**src/rtl/uart_tx_buf_if.sv**
```systemverilog
// Byte handshake between the upstream formatter and the UART transmitter.
// A byte transfers on any rising clock edge where vld_tx && rdy_tx.
interface uart_tx_buf_if;
   logic       vld_tx;
   logic [7:0] d_tx;
   logic       rdy_tx;

   modport master (output vld_tx, output d_tx, input rdy_tx);
   modport slave  (input vld_tx, input d_tx, output rdy_tx);
endinterface

```
**src/rtl/uart_tx_buf.sv**
```systemverilog
// Byte-level 8N1 UART transmitter fed by a small power-of-two FIFO.
// Define UART_TX_PARITY_EN to append an even-parity bit (8E1 frames).
module uart_tx_buf #(
   parameter int CLK_FREQ = 100000000,
   parameter int BAUD     = 9600,
   parameter int DEPTH    = 16
) (
   input  logic         clk,
   input  logic         rstn,
   uart_tx_buf_if.slave up,
   output logic         txd,
   output logic         busy
);

   localparam int DIV = CLK_FREQ / BAUD;
   localparam int AW  = $clog2(DEPTH);
   localparam int CW  = AW + 1;
   localparam int BW  = $clog2(DIV);

   typedef enum logic [2:0] {
      IDLE,
      START,
      DATA,
`ifdef UART_TX_PARITY_EN
      PARITY,
`endif
      STOP
   } state_t;

   logic [7:0]    mem_q [DEPTH];
   logic [AW-1:0] wr_ptr_q, wr_ptr_d;
   logic [AW-1:0] rd_ptr_q, rd_ptr_d;
   logic [CW-1:0] cnt_q, cnt_d;

   state_t        state_q;
   logic [BW-1:0] baud_q;
   logic [2:0]    bit_q;
   logic          txd_q;
   logic [7:0]    shift_q;
`ifdef UART_TX_PARITY_EN
   logic          par_q;
`endif

   logic full, empty, push, pop, baud_last;

   // rdy_tx depends only on the occupancy flop, never on vld_tx.
   assign full      = (cnt_q == CW'(DEPTH));
   assign empty     = (cnt_q == '0);
   assign push      = up.vld_tx && !full;
   assign pop       = (state_q == IDLE) && !empty;
   assign baud_last = (baud_q == BW'(DIV - 1));

   assign up.rdy_tx = !full;
   assign txd       = txd_q;
   assign busy      = (state_q != IDLE) || !empty;

   always_comb begin
      wr_ptr_d = wr_ptr_q;
      rd_ptr_d = rd_ptr_q;
      cnt_d    = cnt_q;
      if (push) wr_ptr_d = wr_ptr_q + AW'(1);
      if (pop)  rd_ptr_d = rd_ptr_q + AW'(1);
      case ({push, pop})
         2'b10:   cnt_d = cnt_q + CW'(1);
         2'b01:   cnt_d = cnt_q - CW'(1);
         default: cnt_d = cnt_q;
      endcase
   end

   always_ff @(posedge clk or negedge rstn) begin
      if (!rstn) begin
         wr_ptr_q <= '0;
         rd_ptr_q <= '0;
         cnt_q    <= '0;
      end else begin
         wr_ptr_q <= wr_ptr_d;
         rd_ptr_q <= rd_ptr_d;
         cnt_q    <= cnt_d;
      end
   end

   // Storage and shift register carry data only, so they have no reset.
   always_ff @(posedge clk) begin
      if (push) mem_q[wr_ptr_q] <= up.d_tx;
      if (pop) begin
         shift_q <= mem_q[rd_ptr_q];
`ifdef UART_TX_PARITY_EN
         par_q   <= ^mem_q[rd_ptr_q];
`endif
      end else if (state_q == DATA && baud_last) begin
         shift_q <= {1'b0, shift_q[7:1]};
      end
   end

   // txd is loaded one state ahead so each bit appears the cycle its state begins.
   always_ff @(posedge clk or negedge rstn) begin
      if (!rstn) begin
         state_q <= IDLE;
         baud_q  <= '0;
         bit_q   <= '0;
         txd_q   <= 1'b1;
      end else begin
         case (state_q)
            IDLE: begin
               txd_q <= 1'b1;
               if (pop) begin
                  state_q <= START;
                  baud_q  <= '0;
                  bit_q   <= '0;
                  txd_q   <= 1'b0;
               end
            end
            START: begin
               if (baud_last) begin
                  baud_q  <= '0;
                  state_q <= DATA;
                  txd_q   <= shift_q[0];
               end else begin
                  baud_q  <= baud_q + BW'(1);
               end
            end
            DATA: begin
               if (baud_last) begin
                  baud_q <= '0;
                  if (bit_q == 3'd7) begin
`ifdef UART_TX_PARITY_EN
                     state_q <= PARITY;
                     txd_q   <= par_q;
`else
                     state_q <= STOP;
                     txd_q   <= 1'b1;
`endif
                  end else begin
                     bit_q <= bit_q + 3'd1;
                     txd_q <= shift_q[1];
                  end
               end else begin
                  baud_q <= baud_q + BW'(1);
               end
            end
`ifdef UART_TX_PARITY_EN
            PARITY: begin
               if (baud_last) begin
                  baud_q  <= '0;
                  state_q <= STOP;
                  txd_q   <= 1'b1;
               end else begin
                  baud_q  <= baud_q + BW'(1);
               end
            end
`endif
            STOP: begin
               if (baud_last) begin
                  baud_q  <= '0;
                  state_q <= IDLE;
                  txd_q   <= 1'b1;
               end else begin
                  baud_q  <= baud_q + BW'(1);
               end
            end
            default: begin
               state_q <= IDLE;
               txd_q   <= 1'b1;
            end
         endcase
      end
   end

endmodule

```
**src/flat_wrapper.sv**
```systemverilog
// flat-port wrapper written by rule: the top's interface ports become plain ports
module uart_tx_buf_flat 
#(
   parameter int CLK_FREQ = 100000000,
   parameter int BAUD     = 9600,
   parameter int DEPTH    = 16
)
  (clk, rstn, txd, busy, up_vld_tx, up_d_tx, up_rdy_tx);
  uart_tx_buf_if up_i ();
  input  logic clk;
  input  logic rstn;
  output logic txd;
  output logic busy;
  input wire logic [$bits(up_i.vld_tx)-1:0] up_vld_tx;
  input wire logic [$bits(up_i.d_tx)-1:0] up_d_tx;
  output wire logic [$bits(up_i.rdy_tx)-1:0] up_rdy_tx;
  assign up_i.vld_tx = up_vld_tx;
  assign up_i.d_tx = up_d_tx;
  assign up_rdy_tx = up_i.rdy_tx;
  uart_tx_buf #(.CLK_FREQ(CLK_FREQ), .BAUD(BAUD), .DEPTH(DEPTH)) u_core (.clk(clk), .rstn(rstn), .up(up_i), .txd(txd), .busy(busy));
endmodule
```
**config.mk**
```make
export PLATFORM = sky130hd
export DESIGN_NAME = uart_tx_buf_flat
export DESIGN_NICKNAME = d
export VERILOG_FILES = /design/src/rtl/uart_tx_buf_if.sv /design/src/rtl/uart_tx_buf.sv /design/src/flat_wrapper.sv
export SDC_FILE = /design/constraint.sdc
export NUM_CORES = 1
export LEC_CHECK = 0
export BUFFER_PORTS_ARGS = -buffer_cell sky130_fd_sc_hd__buf_2
export CORE_ASPECT_RATIO = 2
export CORE_UTILIZATION = 56
export DETAILED_ROUTE_END_ITERATION = 8
export PLACE_DENSITY = 0.75
export SLEW_MARGIN = 30
export SYNTH_ARGS = -nofsm -noshare
export SYNTH_HDL_FRONTEND = slang
export SYNTH_SLANG_ARGS = --single-unit
```
**constraint.sdc**
```tcl
create_clock -name clk -period 3.2 [get_ports clk]
set_input_delay 0.16 -clock clk [delete_from_list [all_inputs] [get_ports clk]]
set_output_delay 0.16 -clock clk [all_outputs]
set_load 0.1 [all_outputs]
```
# After elaboration in Yosys (flattened, before gate mapping)
# Memories as Yosys holds them, arrays and structs flattened.
# Cells that the tools add are included.
[word_totals]
memories = 1
ram_bits = 128
elab_cells = 71
register_bits = 42
in_bits = 11
[mem_list]
columns = ["memory", "depth", "word_bits", "rd", "rd_ports_with_merged_regs", "wr", "line_no", "source"]
rows = [
  ["u_core.mem_q", 16, 8, 1, 0, 1, "uart_tx_buf.sv:30", "logic [7:0] mem_q [DEPTH];"],
]
[op_classes]
n_reduce_logical = 18
n_addsub = 6
n_mux = 24
n_eq_ne = 14
[op_table]
columns = ["operator", "count"]
rows = [
  ["14-bit 2-to-1 mux", 2],
  ["14-bit one-hot mux with 2 select lines", 1],
  ["3-bit 2-to-1 mux", 8],
  ["8-bit 2-to-1 mux", 2],
  ["14-bit by 1-bit adder with 14-bit output, second input constant", 1],
  ["14-bit equality test, second input constant", 1],
  ["3-bit one-hot mux with 4 select lines", 1],
  ["5-bit one-hot mux with 2 select lines", 1],
  ["4-bit by 1-bit adder with 4-bit output, second input constant", 2],
  ["2-bit by 1-bit != test with 1-bit output, second input constant", 4],
  ["2-bit nonzero test", 4],
  ["1-bit 2-to-1 mux", 7],
  ["3-bit by 2-bit equality test with 1-bit output, second input constant", 2],
  ["3-bit one-hot mux with 2 select lines", 1],
  ["5-bit by 1-bit adder with 5-bit output, second input constant", 1],
  ["5-bit equality test, second input constant", 1],
  ["5-bit zero test", 1],
  ["5-bit AND reduction", 1],
  ["5-bit by 1-bit subtractor with 5-bit output, second input constant", 1],
  ["2-bit != test, second input constant", 2],
  ["1-bit one-hot mux with 4 select lines", 1],
  ["4-bit AND reduction", 1],
  ["3-bit by 1-bit adder with 3-bit output, second input constant", 1],
  ["3-bit by 1-bit equality test with 1-bit output, second input constant", 1],
  ["other kinds (11)", 14],
]

# Depth between registers and ports, before layout
# Gate-level depths: netlist of run 1.
[depth]
depth_word = 5
depth_mapped = 14
depth_no_buf = 11

# Worst setup path after synthesis of run 1
# Ideal clock, no wire load.
[synth_path]
path_kind = "register to register"
startpoint = "register u_core.cnt_q[1]"
endpoint = "register u_core.cnt_q[4]"
slack_ps = 88
synth_period_minus_slack_ps = 3112
stages_incl_launch_ff = 14
required_ps = 3073
setup_ps = 127
arrival_ps = 2985
path_cell_list = "dfrtp_1 or4_1 buf_6 o21ai_2 inv_2 buf_2 ha_1 clkbuf_1 xor2_1 ha_1 or3b_2 a21oi_1 o21ai_0 xnor2_1"
[synth_via]
elab_chain_cells = 5
elab_cells_between_ends = 12
[synth_lines]
columns = ["element", "line_no", "source"]
rows = [
  ["start: declaration", "uart_tx_buf.sv:33", "logic [CW-1:0] cnt_q, cnt_d;"],
  ["start signal: assignment", "uart_tx_buf.sv:78", "cnt_q <= cnt_d;"],
  ["5-bit equality test / 5-bit zero test (equally long branches)", "uart_tx_buf.sv:47, uart_tx_buf.sv:48", ""],
  ["1-bit zero test (on tied branches)", "uart_tx_buf.sv:49, uart_tx_buf.sv:50", ""],
  ["1-bit logical AND (on tied branches)", "uart_tx_buf.sv:49, uart_tx_buf.sv:50", ""],
  ["2-bit by 1-bit equality test with 1-bit output / 2-bit equality test (equally long branches)", "uart_tx_buf.sv:63", "case ({push, pop})"],
  ["5-bit one-hot mux with 2 select lines / 2-bit nonzero test (equally long branches)", "n/a", ""],
]
# Several ways; a longest one is shown, not always the timed one.
# A chain may end at the register's enable or synchronous reset.

# Worst setup path after layout of run 1
# Ends and elaborated chain as after synthesis.

==> run_results.csv, run 1 <==
group,metric,value,unit
run_status,outcome,"complete, no violations",
timing,rsz0062_at_grt,"no",
timing,finalClockSkew,0.0122,ns
detailed_routing,wl,14500,um
clocking,cts.sinks,169,
timing,worst_pin_slew,0.806,ns
pwr,p_leak,0.00289,uW
global_route,grt_pass1_vias,4357,
global_route,grt_max_degree,35,
setup_path,path_max_fanout,9,
detailed_routing,antenna_left,0,
clocking,clk_path_buf_depth,2,
timing,slew_violations,0,
setup_path,critPathMaxStageDelay,0.60,ns
timing,setup_tns,0,ns
yosys,syn_nets,478,
placement,pre_cts_slack,0.241,ns
yosys,async_flop_share,19.5,%
setup_path,r2r_setup_slack,0.18,ns
floorplanning,rows,58,
detailed_routing,wl_per_cell,22.3,um
min_path,hp-class,"primary input to flip-flop",
clocking,path_clk_slew,0.07,ns
floorplanning,io_pins,14,
setup_path,cpMostUsedCell,"ha_1",
detailed_routing,drcViolationCount,0,
final_layout,fin_nets,514,
setup_path,path_cells,"or4_1 > o21ai_2 > inv_2 > ha_1 > xor2_1 > ha_1 > or3b_2 > a21oi_1 > o21ai_0 > xnor2_1",
setup_path,crit_type,"flip-flop to flip-flop",
setup_path,crit_slowest_cell,"or4_1",
global_route,overflow,0,
placement,port_buffers,13,
yosys,yosysMostFrequentCell,"edfxtp_1",
clocking,cts_root_buffer,"clkbuf_16",
placement,dp_cells,616,
final_layout,area_growth,12.6,%
clocking,cts_tree,"yes",
setup_path,end_kind,"flip-flop",
global_route,grt_first_pass_wirelength,23200,um
timing,final.setup.worst_slack,0.178,ns
pwr,power_density,878,nW/um^2
timing,final-setup-viol-count,0,
setup_path,crit_required,3.50,ns
floorplanning,die_width,82.9,um
clocking,post_cts_buffers,0,
pwr,vdd_drop_max,0.499,mV
floorplanning,core-area,12700,um^2
final_layout,instances_no_fill,649,
placement,place_congestion,0.801,
floorplanning,die_y,164,um
flow_run,maxCapViolCount,0,
yosys,synth-seq-cells,169,
timing,period_share,94.4,%
yosys,synth_flop_cell,"edfxtp_1",
final_layout,drive_gt1_share,24.8,%
min_path,hold_start,"up_d_tx[4]",
timing,relSlewSlack,46.1,%
final_layout,fillers,859,
yosys,synth_top_cell_by_area,"edfxtp_1",
setup_path,crit_buf_inv,1,
yosys,yosys_warnings,0,
yosys,synth_commonest_cells,"edfxtp_1 (136), dfrtp_1 (32), mux4_2 (32)",
detailed_routing,num_vias,4098,
setup_path,startpoint_type,"flip-flop",
timing,final_hold_viol_count,0,
pwr,finalPower,7260,uW
yosys,synth_area_per_cell,16.3,um^2
clocking,cts_inserted_buffers,17,
detailed_routing,first_pass_iters,5,
setup_path,worstReg2RegStart,"u_core.cnt_q[1]",
timing,min_period,3.02,ns
yosys,ys_types,59,
yosys,ys_seq_area_share,66.9,%
timing,fmax,0.331,GHz
detailed_routing,avgViaCountPerCell,6.31,
clocking,hold_buffers,1,
setup_path,reg2reg_depth,10,
global_route,grt_usage,23.1,%
min_path,hold_end,"u_core.mem_q[13][4]",
yosys,netlist_area,7340,um^2
yosys,synth_cells,450,
min_path,hold_depth,1,
global_route,antenna_found_initial,0,
floorplanning,start_util,57.8,%
detailed_routing,drtIter0Drc,197,
setup_path,timing.rr.end,"u_core.cnt_q[4]",
placement,dp_hpwl,9960,um
yosys,synth_edf_count,136,
clocking,clk_latency,0.42,ns
timing,hold_slack,0.116,ns
clocking,htreeDepth,4,
yosys,synth_area_leaders,"edfxtp_1 (56%), dfrtp_1 (11%), mux4_2 (9.8%)",
setup_path,crit_family,"simple AND/OR/NAND/NOR gates",
setup_path,cp.arrival,3.32,ns
clocking,cts_resized,0,
yosys,yosys.area.top_type_share,55.7,%
final_layout,antenna_cells,0,
floorplanning,die_area,13600,um^2
-- cells in the final DEF (no fill, tap or decap), drive strengths merged, types with 2 or more instances in the layout --
cell type	synthesis	routed
a2111oi	7	7
a211oi	2	2
a21boi	2	2
a21oi	14	14
a31oi	3	3
and3	2	2
buf	16	38
clkbuf	6	18
clkinv	0	5
dfrtp	32	32
edfxtp	136	136
ha	17	17
inv	14	23
mux2	10	10
mux4	32	32
nand2	22	22
nand2b	6	6
nand3	4	4
nand4	4	4
nor2	27	27
nor2b	9	9
nor3	4	4
o211ai	9	9
o21ai	9	9
o22ai	7	7
o311ai	3	3
o31ai	9	9
or4	8	8
xnor2	9	9
xor2	6	6
-- metal layers --
layer,global-route usage (%),wire (um),vias to the layer above
met5,0,0,-
met3,4.22,440,25
met4,9.40,350,0
met1,23.6,5020,2115
met2,45.4,8680,108
li1,-,-,1850
-- flip-flops by register name, indices dropped and copies added (netlist names) --
| signal | count |
|---|---|
| u_core.mem_q | 128 |
| u_core.baud_q | 14 |
| u_core.shift_q | 8 |
| u_core.cnt_q | 5 |
| u_core.rd_ptr_q | 4 |
| u_core.wr_ptr_q | 4 |
| u_core.bit_q | 3 |
| u_core.state_q | 2 |
| u_core.txd | 1 |
-- per-stage QoR --
stage	util [%]	cell area, um^2
after floorplan	-	7340
after global placement	60.4	7680
after detailed placement	60.5	7680
after CTS	65.1	8270
after global routing	65.1	8270
final	65.1	8270
-- cells by family (layout without fill, tap and decap cells) --
kind of cell    after synthesis  count (layout)  share of synthesized area, %
fa+ha+maj                    17              17                          2.90
mux                          43              43                          11.5
buf+inv                      36              85                          2.28
flops                       169             169                          66.9
simple gates                 97              97                          7.26
xor+xnor                     15              15                          1.79
compound gates               73              73                          7.35
-- layout make-up --
class / instances / area, um^2 / area share [%]
Inverter: 14 / 52.6 / 0.636
Multi-Input combinational cell: 245 / 2260 / 27.3
Timing Repair Buffer: 39 / 275 / 3.33
Sequential cell: 169 / 4910 / 59.4
Tap cell: 150 / 188 / 2.27
Clock inverter: 14 / 149 / 1.80
Clock buffer: 18 / 429 / 5.19
-- worst register-to-register path, delay by kind of cell (launching register included) --
| family | cells | cell delay (ns) |
|---|---|---|
| xor+xnor | 2 | 0.32 |
| fa+ha+maj | 2 | 0.56 |
| flops | 1 | 0.46 |
| compound gates | 3 | 0.45 |
| buf+inv | 1 | 0.06 |
| simple gates | 2 | 1.06 |
-- power by group --
part / switching [uW] / internal [uW] / leakage (uW)
sequential: 327 / 2770 / 0.00165
combinational: 1190 / 1000 / 0.000957
clock: 923 / 1040 / 0.000285
total: 2440 / 4820 / 0.00289
-- how the worst max path moves through the flow --
| stage | from | to | slack [ns] | cells after the start |
|---|---|---|---|---|
| final | u_core.cnt_q[1] | u_core.cnt_q[4] | 0.18 | 10 |
| after floorplan | u_core.cnt_q[1] | u_core.cnt_q[4] | 0.09 | 13 |
| after detailed placement | u_core.cnt_q[1] | u_core.cnt_q[4] | 0.24 | 10 |
| after global routing | u_core.cnt_q[1] | u_core.cnt_q[4] | 0.02 | 10 |
| after CTS | u_core.cnt_q[1] | u_core.cnt_q[4] | 0.19 | 10 |
| after global placement | u_core.cnt_q[1] | u_core.cnt_q[4] | 0.33 | 10 |
Power figures use the tool's default switching activity.
==> inputs of run 2 (changes only) <==
--- a/config.mk
+++ b/config.mk
@@ -5,11 +5,11 @@
 export SDC_FILE = /design/constraint.sdc
 export NUM_CORES = 1
 export LEC_CHECK = 0
-export BUFFER_PORTS_ARGS = -buffer_cell sky130_fd_sc_hd__buf_2
 export CORE_ASPECT_RATIO = 2
-export CORE_UTILIZATION = 56
+export CORE_UTILIZATION = 68
 export DETAILED_ROUTE_END_ITERATION = 8
-export PLACE_DENSITY = 0.75
+export DONT_BUFFER_PORTS = 1
+export PLACE_DENSITY = 0.84
 export SLEW_MARGIN = 30
 export SYNTH_ARGS = -nofsm -noshare
 export SYNTH_HDL_FRONTEND = slang
==> constraint.sdc (replaced) <==
create_clock -name clk -period 3.5 [get_ports clk]
set_input_delay 0.175 -clock clk [delete_from_list [all_inputs] [get_ports clk]]
set_output_delay 0.175 -clock clk [all_outputs]
set_load 0.1 [all_outputs]
==> run 2 against run 1 <==
Net effect:
- sequential share of layout area rose by 0.35 points
- maximum frequency fell by 5.7%
- hold slack improved by 0.049 ns
- cell area fell by 0.61%
- critical endpoint unchanged
==> run_results.csv, run 2 (synthesis results as in run 1) <==
group,metric,value,unit
setup_path,reg2reg_depth,10,
timing,min_period,3.20,ns
clocking,cts_root_buffer,"clkbuf_16",
detailed_routing,first_pass_iters,7,
timing,slew_violations,0,
setup_path,path_cells,"nor4_1 > a21boi_1 > inv_1 > ha_1 > xor2_1 > ha_1 > or3b_2 > a21oi_1 > o21ai_0 > xnor2_1",
placement,place_congestion,0.806,
detailed_routing,drtIter0Drc,254,
final_layout,multiInputGateArea,2260,um^2
timing,worst_pin_slew,0.907,ns
clocking,clk_path_buf_depth,2,
clocking,cts.sinks,169,
setup_path,crit_required,3.81,ns
setup_path,cp.arrival,3.52,ns
min_path,hold_depth,2,
final_layout,fillers,571,
pwr,vdd_drop_max,0.552,mV
final_layout,regArea,4910,um^2
final_layout,final_common_cell,"edfxtp_1",
global_route,grt_first_pass_wirelength,23700,um
floorplanning,die_area,11200,um^2
global_route,grt_pass1_vias,4388,
final_layout,most-common-layout-cells,"edfxtp_1 (136), mux4_2 (32), dfrtp_1 (32), nor2_1 (26), nand2_1 (22)",
global_route,overflow,0,
pwr,p_leak,0.00284,uW
floorplanning,core-area,10500,um^2
floorplanning,start_util,70.0,%
timing,fmax,0.312,GHz
global_route,grt_max_degree,35,
clocking,cts_inserted_buffers,17,
placement,port_buffers,0,
setup_path,end_kind,"flip-flop",
detailed_routing,highest-signal-layer,"met4",
final_layout,largest-register,"u_core.mem_q",
floorplanning,die_y,149,um
timing,finalClockSkew,0.0128,ns
detailed_routing,wl,15500,um
global_route,grt_usage,31.0,%
final_layout,top_regs,"u_core.mem_q: 128 flops, u_core.baud_q: 14 flops, u_core.shift_q: 8 flops",
detailed_routing,antenna_left,0,
final_layout,instances_no_fill,625,
pwr,finalPower,6680,uW
timing,period_share,91.6,%
timing,final.setup.worst_slack,0.295,ns
detailed_routing,dr_wl_met2,8890,um
flow_run,maxCapViolCount,0,
setup_path,timing.rr.end,"u_core.cnt_q[4]",
detailed_routing,wl_met1,5390,um
placement,pre_cts_slack,0.367,ns
setup_path,crit_type,"flip-flop to flip-flop",
setup_path,worstReg2RegStart,"u_core.cnt_q[2]",
run_status,outcome,"complete, no violations",
timing,final_hold_viol_count,0,
timing,setup_tns,0,ns
floorplanning,die_width,75.5,um
detailed_routing,drcViolationCount,0,
global_route,antenna_found_initial,1,
setup_path,crit_slowest_cell,"a21boi_1",
clocking,cts_tree,"yes",
setup_path,cpMostUsedCell,"ha_1",
setup_path,startpoint_type,"flip-flop",
final_layout,final_core_util,78.4,%
floorplanning,rows,53,
placement,dp_cells,582,
clocking,htreeDepth,4,
placement,dp_hpwl,9720,um
clocking,path_clk_slew,0.07,ns
timing,rsz0062_at_grt,"no",
final_layout,largest_reg_flops,128,
detailed_routing,num_vias,4159,
floorplanning,io_pins,14,
pwr,power_density,813,nW/um^2
final_layout,fin_nets,502,
detailed_routing,wl_per_cell,24.8,um
setup_path,critPathCapture,"u_core.cnt_q[4]",
setup_path,path_max_fanout,10,
detailed_routing,dr_wl_met3,676,um
final_layout,drive_gt1_share,21.4,%
final_layout,area_growth,12.0,%
clocking,clk_latency,0.44,ns
setup_path,crit_start,"u_core.cnt_q[2]",
setup_path,r2r_setup_slack,0.30,ns
setup_path,critPathMaxStageDelay,0.58,ns
timing,final-setup-viol-count,0,
min_path,hp-class,"primary input to flip-flop",
timing,relSlewSlack,39.4,%
clocking,cts_resized,0,
detailed_routing,avgViaCountPerCell,6.65,
-- run 2: through the flow --
stage / hold WS [ns] / instance area (um^2)
after floorplan: -0.121 / 7340
after global placement: -0.119 / 7520
after detailed placement: -0.120 / 7520
after CTS: 0.155 / 8210
after global routing: 0.182 / 8220
final: 0.164 / 8220
-- run 2: where the power goes --
part	internal (uW)	switching, uW
clock network	950	871
registers	2540	334
logic	897	1090
-- run 2: cell type report --
type | instances | share of cell area (%)
Timing Repair Buffer | 27 | 2.89
Clock buffer | 17 | 5.18
Inverter | 14 | 0.640
Sequential cell | 169 | 59.8
Tap cell | 137 | 2.09
Clock inverter | 15 | 1.89
Multi-Input combinational cell | 245 | 27.5
Antenna cell | 1 | 0.0305
-- run 2: worst max-delay path, delay by kind of cell, from the launching register on --
kind,cells,cell delay (ns)
AOI/OAI and AO/OA,3,0.86
adders and majority gates,2,0.61
and+or+nand+nor,2,0.56
DFF,1,0.53
xor gates and xnor gates,2,0.32
buffers and inverters,1,0.19
-- run 2: what timing repair did --
| item | CTS | global route |
|---|---|---|
| endpoints found under the hold margin | 161 | 0 |
| hold buffers | 10 | 0 |
| setup buffers | 0 | 0 |
-- run 2: per-layer routing --
metal / track usage (%) / vias to the layer above
li1: - / 1832
met1: 34.2 / 2160
met2: 55.5 / 132
met3: 5.95 / 35
met4: 14.1 / 0
met5: 0 / -
-- run 2: how the worst min path moves through the flow --
stage | from | endpoint | slack [ns]
floorplan | rstn | u_core.baud_q[0] | -0.12
global placement | rstn | u_core.cnt_q[2] | -0.12
detailed placement | rstn | u_core.cnt_q[2] | -0.12
CTS | up_vld_tx | u_core.wr_ptr_q[0] | 0.15
global route | up_vld_tx | u_core.wr_ptr_q[0] | 0.18
finish | up_vld_tx | u_core.wr_ptr_q[0] | 0.16
==> inputs of run 3 (changes only) <==
--- a/config.mk
+++ b/config.mk
@@ -9,7 +9,8 @@
 export CORE_UTILIZATION = 68
 export DETAILED_ROUTE_END_ITERATION = 8
 export DONT_BUFFER_PORTS = 1
-export PLACE_DENSITY = 0.84
+export PLACE_DENSITY = 0.94
+export RECOVER_POWER = 100
 export SLEW_MARGIN = 30
 export SYNTH_ARGS = -nofsm -noshare
 export SYNTH_HDL_FRONTEND = slang
==> run 3 against run 2 <==
Net effect:
- the flow now finishes with violations (max-capacitance violations, max-slew violations)
- non-clock buffer count down 5
- critical endpoint unchanged
- sequential share of layout area up 0.99 points
- via count up 0.63%
- final cell count down 0.96%
- largest power group unchanged
- clock skew down 0.0020 ns
- clock power about the same
- sequential power about the same
- critical path depth unchanged
- routed wire length up 2.5%
- maximum frequency down 1.2%
- utilization down 1.3 points
- largest cell class unchanged
- clock-buffer cell count unchanged
==> run_results.csv, run 3 (synthesis results as in run 1) <==
group,metric,value,unit
run_status,outcome,"finished, violations left",
run_status,violations,"max-capacitance violations, max-slew violations",
global_route,top_usage_layer,"met2",
final_layout,regArea,4910,um^2
timing,worst_pin_slew,1.79,ns
clocking,clk_latency,0.42,ns
global_route,grt_max_degree,35,
final_layout,antenna_cells,0,
flow_run,maxCapViolCount,1,
floorplanning,io_pins,14,
final_layout,most-common-layout-cells,"edfxtp_1 (136), mux4_2 (32), dfrtp_1 (31), nor2_1 (27), nand2_1 (22)",
clocking,cts.sinks,169,
setup_path,path_cells,"or4_1 > o21ai_2 > inv_1 > ha_1 > xor2_1 > ha_1 > or3b_2 > a21oi_1 > o21ai_0 > xnor2_1",
global_route,grt_usage,31.5,%
clocking,clk_path_buf_depth,2,
pwr,p_leak,0.00274,uW
placement,place_congestion,0.797,
global_route,antenna_found_initial,0,
final_layout,multiInputGateArea,2210,um^2
setup_path,crit_buf_inv,1,
timing,min_period,3.24,ns
min_path,hp-class,"primary input to flip-flop",
pwr,power_density,820,nW/um^2
clocking,path_clk_slew,0.07,ns
detailed_routing,wl_per_cell,25.6,um
final_layout,area_growth,10.2,%
floorplanning,die_y,149,um
detailed_routing,drcViolationCount,0,
detailed_routing,drtIter0Drc,270,
floorplanning,rows,53,
global_route,grt_first_pass_wirelength,24100,um
clocking,cts_inserted_buffers,17,
setup_path,crit_required,3.80,ns
clocking,htreeDepth,4,
pwr,vdd_drop_max,0.687,mV
timing,setup_tns,0,ns
final_layout,largest_reg_flops,128,
global_route,grt_pass1_vias,4439,
clocking,cts_root_buffer,"clkbuf_16",
setup_path,critPathMaxStageDelay,0.61,ns
final_layout,largest-register,"u_core.mem_q",
setup_path,path_max_fanout,13,
global_route,gr-usage-met2,56.0,%
timing,hold_slack,0.173,ns
global_route,use_met1,33.3,%
detailed_routing,antenna_left,0,
detailed_routing,num_vias,4185,
setup_path,startpoint_type,"flip-flop",
placement,dp_cells,577,
setup_path,crit_slowest_cell,"or4_1",
timing,fmax,0.308,GHz
timing,slew_violations,34,
timing,rsz0062_at_grt,"no",
clocking,post_cts_buffers,0,
placement,port_buffers,0,
detailed_routing,avgViaCountPerCell,6.76,
clocking,cts_tree,"yes",
floorplanning,die_width,75.5,um
placement,dp_hpwl,9980,um
floorplanning,core-area,10500,um^2
setup_path,cp.arrival,3.54,ns
global_route,overflow,0,
clocking,cts_resized,0,
final_layout,instances_no_fill,619,
setup_path,crit_type,"flip-flop to flip-flop",
global_route,use_met3,6.62,%
setup_path,end_kind,"flip-flop",
detailed_routing,wl,15900,um
detailed_routing,first_pass_iters,5,
floorplanning,start_util,70.0,%
floorplanning,die_area,11200,um^2
timing,final_hold_viol_count,0,
final_layout,final_common_cell,"edfxtp_1",
timing,final-setup-viol-count,0,
final_layout,drive_gt1_share,17.2,%
setup_path,cpMostUsedCell,"ha_1",
final_layout,fillers,570,
clocking,hold_buffers,10,
timing,finalClockSkew,0.0109,ns
setup_path,r2r_setup_slack,0.26,ns
final_layout,fin_nets,497,
timing,relSlewSlack,-19.6,%
setup_path,crit_family,"simple AND/OR/NAND/NOR gates",
final_layout,top_regs,"u_core.mem_q: 128 flops, u_core.baud_q: 14 flops, u_core.shift_q: 8 flops",
timing,period_share,92.7,%
-- run 3: changes by cell type in the layout (fill, tap and decap cells not counted), sizes merged --
cell      before  now
buf           18    3
bufinv         0    1
clkbuf        17   27
clkinv         7    3
clkinvlp       0    3
diode          1    0
-- run 3: power by group --
part / switching, uW / internal (uW) / total (uW)
registers: 361 / 2540 / 2900
logic: 1050 / 842 / 1890
clock network: 826 / 1010 / 1840
total: 2240 / 4390 / 6630
-- run 3: per-stage QoR --
stage / total power [uW] / instance area, um^2 / util [%] / setup slack [ns]
after global routing: 6900 / 8080 / 77.2 / 0.0709
final: 6630 / 8080 / 77.2 / 0.256
after detailed placement: 4760 / 7490 / 71.4 / 0.422
after global placement: 4630 / 7480 / 71.4 / 0.513
after CTS: 6680 / 8180 / 78.1 / 0.373
after floorplan: 4310 / 7340 / - / 0.388
-- run 3: final cells by class --
| class | count | share of cell area [%] |
|---|---|---|
| sequential | 169 | 60.8 |
| multi-input combinational | 245 | 27.4 |
| clock buffer | 17 | 5.26 |
| tap | 137 | 2.12 |
| clock inverter | 15 | 1.95 |
| timing repair buffer | 22 | 1.87 |
| inverter | 14 | 0.650 |
-- run 3: routing by layer --
layer / vias to the layer above / wire (um)
met1: 2140 / 5310
met4: 0 / 693
li1: 1819 / -
met2: 179 / 9090
met5: - / 0
met3: 47 / 761
-- run 3: worst paths after layout --
check	startpoint	to	depth (start not counted)
max	u_core.cnt_q[1]	u_core.cnt_q[4]	10
min	up_vld_tx	u_core.wr_ptr_q[1]	2
max reg2reg	u_core.cnt_q[1]	u_core.cnt_q[4]	10
min in group asynchronous	rstn	u_core.baud_q[3]	2
max in group asynchronous	rstn	u_core.rd_ptr_q[3]	2
min reg2reg	u_core.baud_q[0]	u_core.baud_q[0]	1
